<file path="config.mk">
export PLATFORM = sky130hd
export DESIGN_NAME = eio_responder
export DESIGN_NICKNAME = d
export VERILOG_FILES = /design/src/rtl/eio_responder.sv
export SDC_FILE = /design/constraint.sdc
export NUM_CORES = 1
export LEC_CHECK = 0
export ABC_AREA = 0
export BUFFER_PORTS_ARGS = -buffer_cell sky130_fd_sc_hd__clkbuf_2
export CORE_MARGIN = 1.5
export CORE_UTILIZATION = 54
export CTS_CLUSTER_DIAMETER = 200
export DETAILED_ROUTE_END_ITERATION = 10
export GPL_ROUTABILITY_DRIVEN = 0
export GPL_TIMING_DRIVEN = 0
export PLACE_DENSITY = 0.79
export SLEW_MARGIN = 20
export SYNTH_ARGS = -nofsm -noshare
export SYNTH_HDL_FRONTEND = slang
export SYNTH_SLANG_ARGS = --single-unit
</file>
<file path="constraint.sdc">
create_clock -name clk_in -period 2.15 [get_ports clk_in]
set_clock_uncertainty 0.15 [all_clocks]
set_input_delay 0.1075 -clock clk_in [delete_from_list [all_inputs] [get_ports clk_in]]
set_output_delay 0.1075 -clock clk_in [all_outputs]
set_load 0.1 [all_outputs]
</file>
<file path="src/rtl/eio_responder.sv">
// eio_responder: responder end of the MEM-stage external I/O bus, serving scratch, GPIO and (optionally) timer registers.
// Define EIO_TIMER_EN to build the 64-bit mtime/mtimecmp timer; otherwise its offsets fault and timer_irq is tied low.
module eio_responder #(
  parameter int               PC_SZ       = 32,
  parameter int               RSZ         = 32,
  parameter logic [PC_SZ-1:0] BASE_ADDR   = 32'hFFFF_0000,
  parameter int               WAIT_STATES = 1,
  parameter int               GPIO_W      = 8
) (
  input  logic              clk_in,
  input  logic              reset_in,
  input  logic              eio_req,
  input  logic [PC_SZ-1:0]  eio_addr,
  input  logic              eio_rd,
  input  logic              eio_wr,
  input  logic [RSZ-1:0]    eio_wr_data,
  output logic              eio_ack,
  output logic              eio_ack_fault,
  output logic [RSZ-1:0]    eio_ack_data,
  input  logic [GPIO_W-1:0] gpio_in,
  output logic [GPIO_W-1:0] gpio_out,
  output logic              timer_irq
);

  typedef enum logic [1:0] {ST_IDLE, ST_WAIT, ST_ACK} state_e;

  typedef enum logic [2:0] {
    REG_SCRATCH0 = 3'd0,
    REG_SCRATCH1 = 3'd1,
    REG_GPIO_OUT = 3'd2,
    REG_GPIO_IN  = 3'd3,
    REG_MTIME_LO = 3'd4,
    REG_MTIME_HI = 3'd5,
    REG_MTCMP_LO = 3'd6,
    REG_MTCMP_HI = 3'd7
  } reg_e;

  localparam logic [3:0] WS = 4'(WAIT_STATES);

  state_e             state_q, state_d;
  logic   [3:0]       cnt_q, cnt_d;

  reg_e               cap_reg;
  logic               cap_rd, cap_wr, cap_fault;
  logic   [RSZ-1:0]   cap_wdata;

  reg_e               req_reg;
  logic               in_window, misaligned, bad_dir, ro_write, timer_off, req_fault;

  logic               commit, wr_en;
  logic   [RSZ-1:0]   rdata;
  logic   [RSZ-1:0]   scratch0, scratch1;
  logic   [GPIO_W-1:0] gpio_meta, gpio_sync;

  // Request decode, evaluated on the live bus so the fault is known at capture time.
  always_comb begin
    req_reg    = reg_e'(eio_addr[4:2]);
    in_window  = (eio_addr[PC_SZ-1:5] == BASE_ADDR[PC_SZ-1:5]);
    misaligned = |eio_addr[1:0];
    bad_dir    = (eio_rd == eio_wr);
    ro_write   = eio_wr && (req_reg == REG_GPIO_IN);
`ifdef EIO_TIMER_EN
    timer_off  = 1'b0;
`else
    timer_off  = eio_addr[4];
`endif
    req_fault  = !in_window || misaligned || bad_dir || ro_write || timer_off;
  end

  // NOTE: every variable gets a default before the case so no path holds an old value (no latch).
  always_comb begin
    state_d = state_q;
    cnt_d   = cnt_q;
    unique case (state_q)
      ST_IDLE: begin
        if (eio_req) begin
          cnt_d   = WS;
          state_d = (WS == 4'd0) ? ST_ACK : ST_WAIT;
        end
      end
      ST_WAIT: begin
        cnt_d = cnt_q - 4'd1;
        if (cnt_q <= 4'd1) state_d = ST_ACK;
      end
      ST_ACK:  state_d = ST_IDLE;
      default: state_d = ST_IDLE;
    endcase
  end

  // NOTE: sequential state uses non-blocking assignment so all flops see pre-edge values.
  always_ff @(posedge clk_in) begin
    if (reset_in) begin
      state_q <= ST_IDLE;
      cnt_q   <= '0;
    end else begin
      state_q <= state_d;
      cnt_q   <= cnt_d;
    end
  end

  // Capture the request once; WAIT and ACK work only from this copy.
  always_ff @(posedge clk_in) begin
    if (reset_in) begin
      cap_reg   <= REG_SCRATCH0;
      cap_rd    <= 1'b0;
      cap_wr    <= 1'b0;
      cap_fault <= 1'b0;
      cap_wdata <= '0;
    end else if (state_q == ST_IDLE && eio_req) begin
      cap_reg   <= req_reg;
      cap_rd    <= eio_rd;
      cap_wr    <= eio_wr;
      cap_fault <= req_fault;
      cap_wdata <= eio_wr_data;
    end
  end

  assign commit = (state_q == ST_ACK);
  assign wr_en  = commit && cap_wr && !cap_fault;

  always_ff @(posedge clk_in) begin
    if (reset_in) begin
      gpio_meta <= '0;
      gpio_sync <= '0;
    end else begin
      gpio_meta <= gpio_in;
      gpio_sync <= gpio_meta;
    end
  end

`ifdef EIO_TIMER_EN
  logic [31:0] mtime_lo, mtime_hi, mtcmp_lo, mtcmp_hi;
  logic        lo_wr, hi_wr;

  assign lo_wr = wr_en && (cap_reg == REG_MTIME_LO);
  assign hi_wr = wr_en && (cap_reg == REG_MTIME_HI);

  // A bus write to either half wins over the free-running increment; a LO write suppresses the carry.
  always_ff @(posedge clk_in) begin
    if (reset_in) begin
      mtime_lo  <= '0;
      mtime_hi  <= '0;
      mtcmp_lo  <= '1;
      mtcmp_hi  <= '1;
      timer_irq <= 1'b0;
    end else begin
      mtime_lo <= lo_wr ? cap_wdata[31:0] : mtime_lo + 32'd1;
      if (hi_wr)
        mtime_hi <= cap_wdata[31:0];
      else if (!lo_wr && mtime_lo == '1)
        mtime_hi <= mtime_hi + 32'd1;
      if (wr_en && cap_reg == REG_MTCMP_LO) mtcmp_lo <= cap_wdata[31:0];
      if (wr_en && cap_reg == REG_MTCMP_HI) mtcmp_hi <= cap_wdata[31:0];
      timer_irq <= ({mtime_hi, mtime_lo} >= {mtcmp_hi, mtcmp_lo});
    end
  end
`else
  assign timer_irq = 1'b0;
`endif

  always_comb begin
    rdata = '0;
    case (cap_reg)
      REG_SCRATCH0: rdata = scratch0;
      REG_SCRATCH1: rdata = scratch1;
      REG_GPIO_OUT: rdata[GPIO_W-1:0] = gpio_out;
      REG_GPIO_IN:  rdata[GPIO_W-1:0] = gpio_sync;
`ifdef EIO_TIMER_EN
      REG_MTIME_LO: rdata[31:0] = mtime_lo;
      REG_MTIME_HI: rdata[31:0] = mtime_hi;
      REG_MTCMP_LO: rdata[31:0] = mtcmp_lo;
      REG_MTCMP_HI: rdata[31:0] = mtcmp_hi;
`endif
      default:      rdata = '0;
    endcase
  end

  // Writes commit and read data is registered on the same edge that raises ack.
  always_ff @(posedge clk_in) begin
    if (reset_in) begin
      eio_ack       <= 1'b0;
      eio_ack_fault <= 1'b0;
      eio_ack_data  <= '0;
      scratch0      <= '0;
      scratch1      <= '0;
      gpio_out      <= '0;
    end else begin
      eio_ack       <= commit;
      eio_ack_fault <= commit && cap_fault;
      eio_ack_data  <= (commit && cap_rd && !cap_fault) ? rdata : '0;
      if (wr_en) begin
        case (cap_reg)
          REG_SCRATCH0: scratch0 <= cap_wdata;
          REG_SCRATCH1: scratch1 <= cap_wdata;
          REG_GPIO_OUT: gpio_out <= cap_wdata[GPIO_W-1:0];
          default: ;
        endcase
      end
    end
  end

endmodule

</file>
==> results of run 1 <==
-- Yosys cell counts (all sizes together), types with 2 or more instances --
| cell | instances | area (sq um) |
|---|---|---|
| buf | 25 | 143 |
| nor3b | 3 | 50.1 |
| a21oi | 103 | 515 |
| clkbuf | 26 | 97.6 |
| inv | 2 | 7.51 |
| nand4b | 2 | 17.5 |
| a211oi | 17 | 163 |
| nor2 | 41 | 154 |
| nor2b | 25 | 156 |
| and2 | 3 | 18.8 |
| nor3 | 5 | 36.3 |
| nand4 | 3 | 18.8 |
| ha | 2 | 25.0 |
| nand2 | 206 | 773 |
| dfxtp | 166 | 3320 |
| a22oi | 32 | 240 |
| nor4 | 3 | 25.0 |
| mux2i | 9 | 90.1 |
-- routing by layer --
metal  vias to the layer above  wire, um
met5                         -         0
met3                        56      1030
met4                         0       501
li1                       2685         -
met1                      2599      6570
met2                       241      8320
-- path summary, 6_finish.rpt --
kind	startpoint	end	slack, ps	cells after the start
setup / recovery	state_q[1]$_SDFFE_PP0P_	cap_wdata[11]$_SDFFE_PP0P_	130	6
hold / removal	gpio_in[4]	gpio_meta[4]$_SDFF_PP0_	170	3
setup reg to reg	state_q[1]$_SDFFE_PP0P_	cap_wdata[11]$_SDFFE_PP0P_	130	6
hold reg to reg	gpio_meta[4]$_SDFF_PP0_	gpio_sync[4]$_SDFF_PP0_	300	1
-- final cells by class --
type	instances	area, sq um	area share
clock buffers	21	469	0.0587
plain buffers	51	245	0.0307
well taps	140	175	0.0219
flip-flops and latches	166	3330	0.416
inverters	2	7.51	0.000940
clock inverters	11	146	0.0183
multi-input cells	468	2400	0.301
repair buffers	180	1220	0.152
-- stage by stage --
step	power, mW	setup slack, ps	hold slack (ps)	cell area (sq um)
2_1_floorplan	3.55	576	85.7	5970
3_3_place_gp	3.72	362	168	6730
3_5_place_dp	3.74	302	173	6730
4_1_cts	6.87	25.9	165	7980
5_1_grt	7.08	23.2	212	7990
6_report	6.90	126	168	7990
-- repair_timing --
item / 4_1_cts / 5_1_grt
hold buffers: 63 / 0
resized for setup: 0 / 8
setup endpoints to repair: 0 / 1
endpoints found under the hold margin: 48 / 0
-- power by group through the flow --
stage / combinational, mW / sequential [mW] / clock [mW]
after floorplan: 0.277 / 3.28 / 0
after global placement: 0.432 / 3.29 / 0
after detailed placement: 0.449 / 3.29 / 0
after CTS: 0.538 / 3.22 / 3.11
after global routing: 0.604 / 3.24 / 3.24
final: 0.555 / 3.23 / 3.12
-- worst max-delay path: stages, from the launching register on --
cell and delay [ps]:
dfxtp_2 350, or3b_1 380, clkbuf_1 140, clkbuf_4 190
nand2_1 70, a21oi_1 50, dlygate4sd3_1 570
-- layout by cell type, fill, tap and decap left out, drive strengths merged, types with 2 or more instances in the layout --
cell           n
a211oi        17
mux2i          9
dfxtp        166
dlygate4sd3   63
clkbuf       164
and2           3
nand4          3
buf           25
nor2          41
nor3b          3
inv            3
nand2        206
nor3           5
clkinvlp       2
clkinv         5
a21oi        103
a22oi         32
nor4           3
nand4b         2
bufinv         3
ha             2
nor2b         25
-- cell families (layout without fill, tap and decap cells) --
family                     Yosys count  after routing  share of synthesized area
DFF                                166            166                      0.556
and+or+nand+nor                    299            299                      0.222
other                                1              1                   0.000628
adders and majority gates            2              2                    0.00419
muxes                               10             10                     0.0170
AOI/OAI and AO/OA                  155            155                      0.157
buffers and inverters               53            265                     0.0415
xor gates and xnor gates             1              1                    0.00147
==> results.cfg, run 1 <==
[global_routing]
grt.overflow.total = 0
use_met1 = 0.338
track_usage = 0.292
met3_usage = 0.0609
first_global_vias = 5672
grt.busiest_layer = met2
grt_max_degree = 17
grt_pass1_wl_um = 26300
antenna_found_initial = 0
grt.met2_usage = 0.513

[sta]
period_needed_ps = 2020
max_slew_margin = 0.582
setup_viol = 0
final-hold-violation-count = 0
tightestPinTransition_ps = 627
finalCritPeriodShare = 0.941
setup-tns-final_ps = 0
max_freq_ghz = 0.494
rsz0062_at_grt = no
drv_slew = 0

[clock_network]
cts.clk_slew.worst_paths_ps = 70
cts_buffer_depth = 2
cts_tree = yes
clock_latency_ps = 540
cts_max_level = 4
cts_root_buf = clkbuf_8
cts_setup_buffers = 0
cts_made_buffers = 17
clock-sinks = 166

[power]
ir_drop_mv = 0.488
leakage_nw = 3.13
sequentialPowerShare = 0.468
p_int_mw = 5.29
power_frac_clock = 0.452
p_comb_frac = 0.081
switching_share = 0.234
power_density_nw_per_um2 = 864
switchingPower_mw = 1.61

[floorplanning]
die-area_sq_um = 11700
ios = 120
row_count = 38
die_y_um = 108
core_sq_um = 10800
fp.dieW_um = 108
initial_core_util = 0.553

[yosys]
yosysWarnings = 0
ys_seq_area_frac = 0.556
syn_avg_cell_area_sq_um = 8.69
async_flop_share = 0
syn-num-nets = 766
synth_cell_type_count = 39
synth-edff-count = 0
syn_area_sq_um = 5970
ys.flop_type = dfxtp_1
syn_inst = 687
synth.ff_latch_count = 166

[placed_design]
numPlacedInstances = 944
io_buffers = 117
hpwl_um = 10200

[drt]
initialDrtViolationCount = 463
wl_um = 16400
drc = 0
vias = 5581
first_pass_iters = 5
drtAntennaViolNets = 0
via_per_inst = 5.37
wl_per_cell_um = 15.8

[worst_setup_path]
cp_max_fo = 10
crit_path_start_kind = flip-flop
arrival_ps = 2300
critical_path_class = flip-flop to flip-flop
end_kind = flip-flop
crit_required_ps = 2430

[final_layout]
drive_gt1_frac = 0.214
fillers = 764
n_antenna_cell = 0
finalNonFillerCells = 1039
nNetsFinal = 965
final_util = 0.740
synthToLayoutAreaGrowth_pct = 33.7

[job]
maxCapViolations = 0

[min_path]
hold_class = input pin to flip-flop

[run_status]
status = complete, no violations
Note: power is estimated with default switching activity, not from simulation.
==> inputs of run 2 (changes only) <==
CORE_UTILIZATION = 45   (was 54)
PLACE_DENSITY = 0.67   (was 0.79)
==> results.cfg, run 2 (synthesis results as in run 1) <==
[run_status]
status = complete, no violations

[global_routing]
first_global_vias = 5230
track_usage = 0.233
grt_pass1_wl_um = 25800
grt.overflow.total = 0
grt_max_degree = 17
antenna_found_initial = 0

[drt]
first_pass_iters = 6
drtAntennaViolNets = 0
wl_um = 16100
drc = 0
vias = 5454
via_per_inst = 5.11
wl_per_cell_um = 15.1
initialDrtViolationCount = 376

[sta]
finalCritPeriodShare = 0.926
max_freq_ghz = 0.502
max_slew_margin = 0.562
tightestPinTransition_ps = 658
setup-tns-final_ps = 0
period_needed_ps = 1990
final-hold-violation-count = 0
setup_viol = 0
rsz0062_at_grt = no
drv_slew = 0

[placed_design]
io_buffers = 117
hpwl_um = 10700
postPlaceCellArea_sq_um = 6770

[worst_setup_path]
critical_path_class = input pin to flip-flop
end_kind = flip-flop
arrival_ps = 2160
crit_path_start_kind = input pin
cp_max_fo = 1
crit_required_ps = 2320

[floorplanning]
row_count = 41
initial_core_util = 0.468
die_y_um = 118
fp.dieW_um = 118
die-area_sq_um = 14000
core_sq_um = 12800
ios = 120

[final_layout]
finalInstanceArea_sq_um = 7960
fillers = 1113
layout_commonest_cell = nand2_1
n_antenna_cell = 0
drive_gt1_frac = 0.209
synthToLayoutAreaGrowth_pct = 33.2
layout_common_cells = 206 x nand2_1, 166 x dfxtp_1, 117 x clkbuf_2, 103 x a21oi_1, 60 x dlygate4sd3_1
nNetsFinal = 962

[power]
power_density_nw_per_um2 = 841
power_mw = 6.69
ir_drop_mv = 0.553
leakage_nw = 3.08

[clock_network]
post_cts_resized = 0
cts_made_buffers = 17
clock_latency_ps = 430
cts_root_buf = clkbuf_16
cts.clk_slew.worst_paths_ps = 60
cts_max_level = 4
cts_tree = yes
cts_buffer_depth = 2
clock-sinks = 166

[job]
maxCapViolations = 0

[min_path]
hold_class = input pin to flip-flop
## run 2: area by class of cell
type / instances / area, sq um / area share
Multi-Input combinational cell: 468 / 2400 / 0.302
Buffer: 51 / 240 / 0.0302
Tap cell: 172 / 215 / 0.0271
Inverter: 2 / 7.51 / 0.000944
Clock inverter: 10 / 97.6 / 0.0123
Sequential cell: 166 / 3320 / 0.418
Timing Repair Buffer: 177 / 1190 / 0.149
Clock buffer: 22 / 484 / 0.0609
## run 2: repair_timing
item,in CTS,in global routing
buffers inserted,0,0
hold endpoints to repair,47,0
hold buffers,60,0
## run 2: per-stage QoR
step           hold WS (ps)  setup slack [ps]  utilization  std cells
2_1_floorplan          85.7               576            -        687
3_3_place_gp            171               350        0.530        976
3_5_place_dp            172               338        0.530        976
4_1_cts                43.7               299        0.623       1068
5_1_grt                 133              83.4        0.623       1068
6_report               59.2               159        0.623       1068
## run 2: routing by layer
layer,share of wire,global-route usage,up-vias,routed length [um]
li1,-,-,2675,-
met3,0.051,0.0502,33,827
met5,0,0,-,0
met4,0.025,0.0976,0,408
met1,0.44,0.293,2551,7150
met2,0.48,0.389,195,7760
## run 2: path summary, 6_finish.rpt
| kind | startpoint | endpoint | slack [ps] | cells past startpoint |
|---|---|---|---|---|
| min | eio_req | cap_fault$_SDFFE_PP0P_ | 60 | 5 |
| min reg2reg | gpio_meta[5]$_SDFF_PP0_ | gpio_sync[5]$_SDFF_PP0_ | 290 | 1 |
| max | eio_addr[20] | cap_fault$_SDFFE_PP0P_ | 160 | 7 |
| max reg2reg | cap_reg[0]$_SDFFE_PP0P_ | eio_ack_data[25]$_SDFF_PP0_ | 300 | 5 |
## run 2: worst max-delay path, cell delays in order
cell and delay, ps:
dlygate4sd3_1 560, clkbuf_2 110, nand4_1 50, dlygate4sd3_1 570, nor4_2 300, nand4_1 170, o31a_1 300
## run 2: power by group
group / internal (mW) / switching, mW / total (mW) / leakage (nW)
clock: 1.72 / 1.21 / 2.93 / 0.278
combinational: 0.228 / 0.314 / 0.541 / 1.46
sequential: 3.16 / 0.0692 / 3.23 / 1.35
==> inputs of run 3 (changes only) <==
CTS_BUF_LIST = sky130_fd_sc_hd__clkbuf_8   (was not set)
SLEW_MARGIN = not set   (was 20)
==> results.cfg, run 3 (synthesis results as in run 1) <==
[run_status]
status = complete, no violations

[power]
ir_drop_mv = 0.344
power_density_nw_per_um2 = 760
leakage_nw = 3.01

[clock_network]
cts.clk_slew.worst_paths_ps = 90
cts_root_buf = clkbuf_8
cts_tree = yes
clock_latency_ps = 460
cts_buffer_depth = 2
cts_made_buffers = 17
cts_max_level = 4
cts_setup_buffers = 0
clock-sinks = 166

[sta]
setup-tns-final_ps = 0
max_freq_ghz = 0.512
final-hold-violation-count = 0
max_slew_margin = 0.573
setup_ws_ps = 196
tightestPinTransition_ps = 641
setup_viol = 0
period_needed_ps = 1950
rsz0062_at_grt = no
holdWs_ps = 260
drv_slew = 0
finalCritPeriodShare = 0.909

[global_routing]
antenna_found_initial = 0
grt_max_degree = 17
grt.overflow.total = 0
grt_pass1_wl_um = 25400
first_global_vias = 5136
track_usage = 0.230

[floorplanning]
fp.dieW_um = 118
row_count = 41
initial_core_util = 0.468
core_sq_um = 12800
die_y_um = 118
die-area_sq_um = 14000
ios = 120

[job]
maxCapViolations = 0

[worst_setup_path]
critical_path_class = input pin to flip-flop
arrival_ps = 2160
crit_required_ps = 2360
crit_path_start_kind = input pin
end_kind = flip-flop
cp_max_fo = 1

[final_layout]
synthToLayoutAreaGrowth_pct = 30.3
drive_gt1_frac = 0.208
n_antenna_cell = 0
layout_common_cells = 206 x nand2_1, 166 x dfxtp_1, 117 x clkbuf_2, 103 x a21oi_1, 62 x dlygate4sd3_1
layout_commonest_cell = nand2_1
final_util = 0.609
nNetsFinal = 964

[drt]
drc = 0
via_per_inst = 5.10
drtAntennaViolNets = 0
wl_um = 16000
vias = 5460
wl_per_cell_um = 15.0
first_pass_iters = 6
initialDrtViolationCount = 393

[placed_design]
io_buffers = 117
pre_cts_slack_ps = 338
hpwl_um = 10700

[min_path]
hold_class = input pin to flip-flop
==> run 3: changes by cell type in the layout (fill, tap and decap cells not counted), sizes merged <==
cell         delta
inv             +1
clkbuf          -1
dlygate4sd3     +2
==> run 3: path summary, 6_finish.rpt <==
check	endpoint	startpoint	cells after the start	slack, ps
worst max register to register	eio_ack_data[25]$_SDFF_PP0_	cap_reg[0]$_SDFFE_PP0P_	5	300
worst min-delay path	gpio_meta[4]$_SDFF_PP0_	gpio_in[4]	3	260
worst max-delay path	cap_fault$_SDFFE_PP0P_	eio_addr[20]	7	200
worst min register to register	gpio_sync[5]$_SDFF_PP0_	gpio_meta[5]$_SDFF_PP0_	1	300
==> run 3: worst max-delay path, cell delays in order <==
cell	delay (ps)
dlygate4sd3_1	560
clkbuf_2	110
nand4_1	50
dlygate4sd3_1	570
nor4_2	300
nand4_1	170
o31a_1	300
==> run 3: what timing repair did <==
action,in CTS,in global routing
endpoints found under the hold margin,48,0
hold buffers,62,0
resized for setup,0,0
==> run 3: routing by layer <==
layer,GRT usage,vias to the layer above,share of wire
li1,-,2677,-
met1,0.289,2548,0.44
met2,0.383,207,0.48
met3,0.0492,28,0.059
met4,0.0983,0,0.022
met5,0,-,0
==> run 3: cell type report <==
type | instances | area (sq um)
clock inverters | 11 | 101
inverters | 2 | 7.51
clock buffers | 21 | 289
plain buffers | 51 | 240
fillers | 1128 | 4990
multi-input cells | 468 | 2400
flip-flops and latches | 166 | 3320
repair buffers | 179 | 1210
well taps | 172 | 215
==> run 3: through the flow <==
stage | instances | instance area [sq um] | total power [mW]
after global routing | 1070 | 7780 | 6.13
after global placement | 976 | 6770 | 3.73
final | 1070 | 7780 | 5.92
after CTS | 1070 | 7780 | 5.95
after floorplan | 687 | 5970 | 3.55
after detailed placement | 976 | 6770 | 3.74
==> run 3: power breakdown <==
group / leakage, nW / internal, mW / switching [mW] / total (mW)
sequential: 1.35 / 3.15 / 0.0691 / 3.22
combinational: 1.47 / 0.230 / 0.315 / 0.545
clock: 0.195 / 1.04 / 1.11 / 2.15
